--- config.mk ---
export PLATFORM = sky130hd
export DESIGN_NAME = dma_rd_burst_ctrl
export DESIGN_NICKNAME = d
export VERILOG_FILES = /design/src/rtl/dma_rd_burst_ctrl.sv
export SDC_FILE = /design/constraint.sdc
export NUM_CORES = 1
export LEC_CHECK = 0
export ABC_AREA = 1
export CAP_MARGIN = 15
export CORE_AREA = 2 2 444 446
export CTS_BUF_LIST = sky130_fd_sc_hd__clkbuf_8 sky130_fd_sc_hd__clkbuf_16
export CTS_CLUSTER_DIAMETER = 120
export DETAILED_ROUTE_END_ITERATION = 6
export DIE_AREA = 0 0 446 448
export GPL_ROUTABILITY_DRIVEN = 0
export MAX_ROUTING_LAYER = met4
export PLACE_DENSITY = 0.36
export SETUP_SLACK_MARGIN = 0.05
export SLEW_MARGIN = 0
export SYNTH_ARGS = -nofsm -noshare
export SYNTH_HDL_FRONTEND = slang
export SYNTH_SLANG_ARGS = --single-unit
--- constraint.sdc ---
create_clock -name ap_clk -period 5.46 [get_ports ap_clk]
set_input_delay 1.092 -clock ap_clk [delete_from_list [all_inputs] [get_ports ap_clk]]
set_output_delay 1.092 -clock ap_clk [all_outputs]
set_load 0.1 [all_outputs]
--- src/rtl/dma_rd_burst_ctrl.sv ---
// Read-side DMA burst controller: splits one (address, word-count) command
// into page-safe read bursts on a memory pseudo-channel, caps the number of
// bursts in flight and streams returned beats straight to a downstream sink.
module dma_rd_burst_ctrl #(
    parameter int MAX_BURST       = 16,
    parameter int MAX_OUTSTANDING = 8,
    parameter int WORD_BYTES      = 64
) (
    input  logic                    ap_clk,
    input  logic                    ap_rst_n,
    input  logic                    cmd_valid,
    output logic                    cmd_ready,
    input  logic [32:0]             cmd_addr,
    input  logic [31:0]             cmd_words,
    output logic                    ar_valid,
    input  logic                    ar_ready,
    output logic [32:0]             ar_addr,
    output logic [3:0]              ar_len,
    input  logic                    r_valid,
    output logic                    r_ready,
    input  logic [WORD_BYTES*8-1:0] r_data,
    input  logic                    r_last,
    output logic                    out_valid,
    input  logic                    out_ready,
    output logic [WORD_BYTES*8-1:0] out_data,
    output logic                    busy,
    output logic                    done,
    output logic                    err
);

    localparam int         LP_SHIFT      = $clog2(WORD_BYTES);
    localparam logic [6:0] LP_PAGE_WORDS = 7'(4096 / WORD_BYTES);
    localparam logic [6:0] LP_MAX_BURST  = 7'(MAX_BURST);
    localparam logic [3:0] LP_MAX_OUT    = 4'(MAX_OUTSTANDING);

    typedef enum logic [1:0] {
        DMA_IDLE,
        DMA_INIT,
        DMA_EXEC,
        DMA_DONE
    } dma_state_e;

    dma_state_e  r_state;
    logic [32:0] r_addr;          // address of the next burst to issue
    logic [31:0] r_issue_rem;     // words not yet requested
    logic [31:0] r_recv_rem;      // words not yet received
    logic [3:0]  r_outstanding;   // bursts requested but not closed by r_last
    logic        r_ar_valid;
    logic [3:0]  r_ar_len;
    logic        r_cmd_ready;
    logic        r_busy;
    logic        r_done;
    logic        r_err;

    logic        w_in_exec;
    logic        w_ar_hs;
    logic        w_r_hs;
    logic        w_last_hs;
    logic [6:0]  w_cur_beats;
    logic [32:0] w_addr_nxt;
    logic [31:0] w_issue_nxt;
    logic [31:0] w_recv_nxt;
    logic [3:0]  w_out_nxt;
    logic [6:0]  w_nxt_beats;
    logic        w_unused_addr_lsbs;

    // Beats of the burst starting at addr: bounded by the burst limit, the
    // words still to request and the words left before the 4 KB page ends.
    function automatic logic [6:0] burst_beats(input logic [32:0] addr,
                                               input logic [31:0] rem);
        logic [6:0] room;
        logic [6:0] cap;
        logic [6:0] beats;
        room  = LP_PAGE_WORDS - 7'(addr[11:LP_SHIFT]);
        cap   = (rem > 32'(LP_PAGE_WORDS)) ? LP_PAGE_WORDS : rem[6:0];
        beats = LP_MAX_BURST;
        if (cap < beats) beats = cap;
        if (room < beats) beats = room;
        return beats;
    endfunction

    // ar_len encoding of a beat count; an empty burst parks at 0.
    function automatic logic [3:0] len_of(input logic [6:0] beats);
        return (beats == 7'd0) ? 4'd0 : 4'(beats - 7'd1);
    endfunction

    // Next-value computation for issue/receive bookkeeping in DMA_EXEC.
    always_comb begin
        // NOTE: every signal gets a default first so no path leaves it unassigned and infers a latch.
        w_in_exec   = (r_state == DMA_EXEC);
        w_ar_hs     = r_ar_valid && ar_ready;
        w_r_hs      = w_in_exec && r_valid && out_ready;
        w_last_hs   = w_r_hs && r_last;
        w_cur_beats = 7'(r_ar_len) + 7'd1;
        w_addr_nxt  = r_addr;
        w_issue_nxt = r_issue_rem;
        w_recv_nxt  = r_recv_rem;
        w_out_nxt   = r_outstanding;
        if (w_ar_hs) begin
            w_addr_nxt  = r_addr + (33'(w_cur_beats) << LP_SHIFT);
            w_issue_nxt = r_issue_rem - 32'(w_cur_beats);
        end
        if (w_r_hs && r_recv_rem != 32'd0) begin
            w_recv_nxt = r_recv_rem - 32'd1;
        end
        // A request and a burst completion in the same cycle cancel out.
        if (w_ar_hs && !w_last_hs) begin
            w_out_nxt = r_outstanding + 4'd1;
        end else if (!w_ar_hs && w_last_hs && r_outstanding != 4'd0) begin
            w_out_nxt = r_outstanding - 4'd1;
        end
        w_nxt_beats = burst_beats(w_addr_nxt, w_issue_nxt);
    end

    // Control FSM with all handshake/status outputs registered.
    always_ff @(posedge ap_clk or negedge ap_rst_n) begin
        if (!ap_rst_n) begin
            r_state       <= DMA_IDLE;
            r_addr        <= '0;
            r_issue_rem   <= '0;
            r_recv_rem    <= '0;
            r_outstanding <= '0;
            r_ar_valid    <= 1'b0;
            r_ar_len      <= '0;
            r_cmd_ready   <= 1'b1;
            r_busy        <= 1'b0;
            r_done        <= 1'b0;
            r_err         <= 1'b0;
        end else begin
            // NOTE: non-blocking assignments so every register samples pre-edge values.
            r_done <= 1'b0;
            case (r_state)
                DMA_IDLE: begin
                    if (cmd_valid) begin
                        r_addr      <= {cmd_addr[32:LP_SHIFT], {LP_SHIFT{1'b0}}};
                        r_issue_rem <= cmd_words;
                        r_recv_rem  <= cmd_words;
                        r_err       <= 1'b0;
                        r_cmd_ready <= 1'b0;
                        r_busy      <= 1'b1;
                        r_state     <= DMA_INIT;
                    end
                end
                DMA_INIT: begin
                    if (r_recv_rem == 32'd0) begin
                        r_done  <= 1'b1;
                        r_state <= DMA_DONE;
                    end else begin
                        r_ar_valid <= (r_outstanding < LP_MAX_OUT);
                        r_ar_len   <= len_of(burst_beats(r_addr, r_issue_rem));
                        r_state    <= DMA_EXEC;
                    end
                end
                DMA_EXEC: begin
                    r_addr        <= w_addr_nxt;
                    r_issue_rem   <= w_issue_nxt;
                    r_recv_rem    <= w_recv_nxt;
                    r_outstanding <= w_out_nxt;
                    r_ar_len      <= len_of(w_nxt_beats);
                    if (w_r_hs && r_outstanding == 4'd0) begin
                        r_err <= 1'b1;
                    end
                    if (w_recv_nxt == 32'd0) begin
                        r_ar_valid <= 1'b0;
                        r_done     <= 1'b1;
                        r_state    <= DMA_DONE;
                    end else begin
                        r_ar_valid <= (w_issue_nxt != 32'd0) && (w_out_nxt < LP_MAX_OUT);
                    end
                end
                DMA_DONE: begin
                    r_busy      <= 1'b0;
                    r_cmd_ready <= 1'b1;
                    r_state     <= DMA_IDLE;
                end
                default: r_state <= DMA_IDLE;
            endcase
        end
    end

    // Word-offset bits of the command address carry no meaning.
    assign w_unused_addr_lsbs = ^cmd_addr[LP_SHIFT-1:0];

    assign cmd_ready = r_cmd_ready;
    assign ar_valid  = r_ar_valid;
    assign ar_addr   = r_addr;
    assign ar_len    = r_ar_len;
    assign busy      = r_busy;
    assign done      = r_done;
    assign err       = r_err;

    // Zero-latency read-data path, gated to DMA_EXEC.
    assign r_ready   = w_in_exec && out_ready;
    assign out_valid = w_in_exec && r_valid;
    assign out_data  = r_data;

endmodule
# Word level (Yosys, flattened, before mapping)

Index checks and enable logic that the tools add are counted.

Add/subtract/negate cells: 10
Reductions and logical operators: 31
Eq/ne operators: 8
Muxes and demuxes: 40
Magnitude comparators: 8

Operators with widths:

| cell                                                                          | number |
|---|---|
| 32-bit case mux with 2 select lines                                           | 2 |
| 32-bit 2-to-1 mux                                                             | 3 |
| 7-bit 2-to-1 mux                                                              | 10 |
| 33-bit 2-to-1 mux                                                             | 2 |
| 33-bit case mux with 2 select lines                                           | 1 |
| 32-bit by 7-bit > comparator with 1-bit output (second input constant)        | 2 |
| 32-bit logical NOT                                                            | 2 |
| 32-bit nonzero test                                                           | 2 |
| 33-bit by 11-bit adder with 33-bit output                                     | 1 |
| 32-bit by 1-bit subtractor with 32-bit output (second input constant)         | 1 |
| 32-bit by 5-bit subtractor with 32-bit output                                 | 1 |
| 4-bit 2-to-1 mux                                                              | 5 |
| 7-bit logical NOT                                                             | 2 |
| 7-bit by 5-bit less-than comparator with 1-bit output (second input constant) | 2 |
| 7-bit less-than comparator                                                    | 2 |
| 7-bit by 6-bit subtractor with 7-bit output (first input constant)            | 2 |
| 4-bit by 1-bit subtractor with 4-bit output (second input constant)           | 3 |
| 1-bit logical AND                                                             | 11 |
| 1-bit case mux with 2 select lines                                            | 5 |
| 4-bit less-than comparator (second input constant)                            | 2 |
| 1-bit 2-to-1 mux                                                              | 8 |
| 2-bit case mux with 4 select lines                                            | 1 |
| 4-bit case mux with 2 select lines                                            | 1 |
| 2-bit AND reduction                                                           | 4 |
| 13 further kinds                                                              | 22 |

Register bits: 112

# Longest topological paths before layout

Depth after elaboration: 14
Depth in mapped cells: 35
Gate-level depth less buffers: 35

# Worst setup path after synthesis

No wires, ideal clock.

Kind: register to register
From: register r_ar_len[0], in the netlist ar_len[0]
To: register r_ar_len[3], in the netlist ar_len[3]
Path slack: 0.813 ns
Buffers on the path: 1
Library setup time: 0.123 ns
Cell stages (with the launch flop): 32
Clock period less this slack: 4.647 ns
Arrival time: 4.524 ns
Cells stage by stage: dfrtp_1 -> ha_1 -> xor2_1 -> inv_1 -> ha_1 -> nand2_1 -> nand2_1 -> nand2_1 -> nand2_1 -> nor2_4 -> buf_6 -> nand4_1 -> nand2_1 -> nand2_1 -> nor2_1 -> nand2_1 -> nor2_2 -> nand2_1 -> inv_1 -> nand2_1 -> ha_1 -> a21oi_1 -> nand2_2 -> nand2_4 -> nand3_1 -> nand2_1 -> ha_1 -> nand2_2 -> nor2_2 -> nor2_4 -> nand2_1 -> a21oi_2

Longest elaborated chain between the ends: 12
Elaborated cells on any way between the ends: 16
Those cells by class: 5 x add/sub; 3 x order compare; 7 x mux; 1 x reduce/logical

RTL lines:

| item                                                                             | line | source |
|---|---|---|
| start: declaration                                                               | 49   | `logic [3:0] r_ar_len;` |
| start signal: assignment                                                         | 150  | `r_ar_len <= len_of(burst_beats(r_addr, r_issue_rem));` |
| start signal: assignment                                                         | 159  | `r_ar_len <= len_of(w_nxt_beats);` |
| 4-bit by 1-bit adder with 5-bit output *                                         | 94   | `w_cur_beats = 7'(r_ar_len) + 7'd1;` |
| 32-bit by 5-bit subtractor with 32-bit output                                    | 101  | `w_issue_nxt = r_issue_rem - 32'(w_cur_beats);` |
| 32-bit 2-to-1 mux                                                                | 99   | `if (w_ar_hs) begin` |
| 32-bit by 7-bit > comparator with 1-bit output                                   | 75   | `cap = (rem > 32'(LP_PAGE_WORDS)) ? LP_PAGE_WORDS : rem[6:0];` |
| 7-bit 2-to-1 mux                                                                 | 75   |  |
| 7-bit by 5-bit less-than comparator with 1-bit output                            | 77   | `if (cap < beats) beats = cap;` |
| 7-bit 2-to-1 mux                                                                 | 77   |  |
| 7-bit less-than comparator                                                       | 78   | `if (room < beats) beats = room;` |
| 7-bit 2-to-1 mux *                                                               | 78   |  |
| 4-bit by 1-bit subtractor with 4-bit output or 7-bit logical NOT (tied branches) | 84   | `return (beats == 7'd0) ? 4'd0 : 4'(beats - 7'd1);` |
| 4-bit 2-to-1 mux *                                                               | 84   |  |
| 4-bit case mux with 2 select lines *                                             | 132  | `case (r_state)` |

Mark *: on every way between the ends. The rest lies on a longest branch, timed or not. The select of a mux whose other input is x is not followed.
A chain may end at the register's enable or synchronous reset.

# Worst setup path in the final report

From: register r_ar_len[0], in the netlist ar_len[0]
To: register r_ar_len[2], in the netlist ar_len[2]

The elaborated chain is that of the path after synthesis.

==> key figures <==
Run status
  – Status: complete, no violations

Clock network
  – CTS Root Cell: clkbuf_16
  – Clk sink count: 106
  – CTS resizes: 0
  – Setup Buffers After CTS: 0
  – H-tree levels: 3
  – Clk Latency, worst-skew pair: 0.40 ns
  – # hold bufs at CTS: 0
  – Total CTS buffers: 9
  – CTS max path bufs: 2
  – CTS tree: built
  – CTS clk-pin slew, worst paths: 0.09 ns

Timing
  – Setup_tns: 0 ns
  – Fin. Hold Viols: 0
  – Slew @ Worst Pin: 1.070 ns
  – Final Cycle Share: 89.61%
  – Final min period: 4.893 ns
  – RSZ-0062 raised after global routing: no
  – Minimum hold slack: 0.5183 ns
  – Final Skew: 0.01914 ns
  – Fmax: 204.4 MHz
  – Slew HR: 28.46%
  – Final Max Tran Viols: 0
  – Setup-failing EPs final: 0

Setup path
  – Most common cell on crit path: nand2_1
  – Reg-to-reg slack, setup: 0.57 ns
  – Worst r2r src: ar_len[0]$_DFFE_PN0P_
  – FF-to-FF End: ar_len[2]$_DFFE_PN0P_
  – Startpoint Class: flip-flop
  – Critical path required time: 5.74 ns
  – Crit path largest cell delay: 0.47 ns
  – Worst path arrival time: 5.18 ns
  – CP max FO: 14
  – CP Capture Type: flip-flop
  – Max stage delay cell, worst path: dfrtp_1
  – Critical path class: flip-flop to flip-flop
  – Reg2reg path depth: 31

Floorplan
  – # IOs: 1140
  – Initial core utilization: 6.435%
  – Row cnt: 162
  – Overall die width: 446 um
  – Die height: 448 um
  – Core ar.: 194600 sq um
  – Die area: 199800 sq um

Min path
  – WHS Endpoint: r_outstanding[2]$_DFFE_PN0P_
  – Hold path depth: 1
  – Worst min-delay path category: flip-flop to flip-flop
  – Worst hold start: r_outstanding[2]$_DFFE_PN0P_

Global route
  – Global Route Usage Sum: 7.530%
  – Grt ovf: 0
  – Vias in the first global route: 9839
  – Global-route wire length before repair: 97230 um
  – Initial antenna violation count: 5
  – Largest net degree at the start of global routing: 107

Route
  – Initial drt markers: 571
  – First drt pass iteration count: 6
  – Antenna Nets Post-Route: 0
  – Final WL: 77380 um
  – Via-to-Cell Ratio: 2.528
  – Via count: 9957
  – Post-route DRC: 0
  – Wire length per cell: 19.65 um

Synthesis
  – Area share of the largest cell type after synthesis: 31.06%
  – Yosys cell types: 51
  – Synth Cell Area: 12520 sq um
  – Dominant cell type by area after synthesis: buf_4
  – Syn Area/Cell: 6.944 sq um
  – Post-synth top cells: buf_4 (518), nand2_1 (294), inv_1 (161)
  – Mapped Cells: 1803
  – Ys flop type: dfrtp_1
  – Synth area leaders: buf_4 (31%), dfrtp_1 (21%), nand2_1 (8.8%), inv_1 (4.8%), nor2_1 (4.6%)
  – EDFF count, synth: 0
  – Syn. warnings: 0
  – Flop and latch count out of synthesis: 106
  – Sequential share of the synthesized area: 21.20%
  – Count leader, synth: buf_4
  – Synth async-reset ratio: 100.0%

Placed design
  – DP HPWL: 66570 um
  – Port Buffers: 103

Final layout
  – Fill cell count: 23020
  – Area Overhead vs Synth: 5.246%
  – Layout cells sized above 1: 6.667%
  – Nets: 2009

Flow run
  – Maxcap violations: 0

Power
  – Worst vdd ir: 242.3 uV
  – Static Leak: 4.683 nW
  – Pwr/cell area: 640.9 nW/um^2
==> worst max-delay path by stage <==
stage          slack, ns                   from               endpoint
2_1_floorplan       0.81  ar_len[0]$_DFFE_PN0P_  ar_len[3]$_DFFE_PN0P_
3_3_place_gp        0.22               ar_ready  ar_len[2]$_DFFE_PN0P_
3_5_place_dp        0.29               ar_ready  ar_len[2]$_DFFE_PN0P_
4_1_cts             0.50  ar_len[0]$_DFFE_PN0P_  ar_len[2]$_DFFE_PN0P_
5_1_grt             0.09  ar_len[0]$_DFFE_PN0P_  ar_len[2]$_DFFE_PN0P_
6_report            0.57  ar_len[0]$_DFFE_PN0P_  ar_len[2]$_DFFE_PN0P_
==> per-layer routing <==
| metal | up-vias | wire length, um | track usage, % | share of wire, % |
|---|---|---|---|---|
| li1 | 4463 | - | - | - |
| met1 | 4513 | 19580 | 5.376 | 25 |
| met2 | 746 | 37840 | 12.48 | 49 |
| met3 | 235 | 15550 | 6.740 | 20 |
| met4 | 0 | 4409 | 3.960 | 5.7 |
| met5 | - | 0 | - | 0 |
==> worst max-delay path: cells and delay by family (launching register included) <==
family	cells	cell delay [ns]
AND/OR/NAND/NOR	21	2.29
XOR/XNOR	1	0.25
flip-flops	1	0.47
adder cells (fa/ha/maj)	4	1.10
AO/OA/AOI/OAI	2	0.25
buffers and inverters	3	0.41
==> cell type report <==
cell class                      instances  area [sq um]  area share, %
Tap cell                             2542          3181          24.14
Multi-Input combinational cell        984          5244          39.79
Inverter                              166         623.1          4.728
Clock inverter                          6         56.30         0.4273
Timing Repair Buffer                  123          1179          8.944
Clock buffer                           10         239.0          1.814
Antenna cell                            1         2.502        0.01899
Sequential cell                       106          2654          20.14
==> placed cells by master (no fill, tap or decap), types with 44 or more instances in the layout <==
cell type,Yosys,layout
nand3_1,91,91
nand2_1,294,294
a21oi_1,86,85
nor2_1,155,155
xor2_1,44,44
inv_1,161,160
o21ai_0,55,55
clkdlybuf4s50_1,0,97
a22oi_1,68,68
dfrtp_1,105,105
==> metrics by stage <==
stage	cells	power (mW)	setup slack, ns	util, %	area [sq um]
after floorplan	1809	7.743	0.8130	-	12540
after global placement	3921	7.831	0.2186	6.619	12880
after detailed placement	3921	7.781	0.2909	6.619	12880
after CTS	3937	8.554	0.4957	6.771	13180
after global routing	3938	9.225	0.09134	6.772	13180
final	3938	8.445	0.5671	6.772	13180
==> state kept, by name, indices dropped and copies added (netlist names) <==
name and cells:
r_recv_rem 32, ar_valid 1, r_issue_rem 32, r_outstanding 4, r_state 2, cmd_ready 1
ar_addr 27, done 1, err 1, busy 1, ar_len 4
==> report_power, final <==
part	internal (mW)	total, mW	leakage, nW	switching, mW
combinational	1.81	5.99	3.34	4.18
sequential	1.21	1.73	1.20	0.517
clock	0.333	0.723	0.143	0.390
total	3.36	8.45	4.68	5.09
==> logic make-up after synthesis <==
family / Yosys count / share of synthesized area, %
xor+xnor: 49 / 3.428
fa+ha+maj: 35 / 3.618
buf+inv: 719 / 37.15
compound gates: 247 / 11.84
flops: 106 / 21.20
other cells: 2 / 0.05998
simple gates: 645 / 22.70
Power figures use the tool's default switching activity.
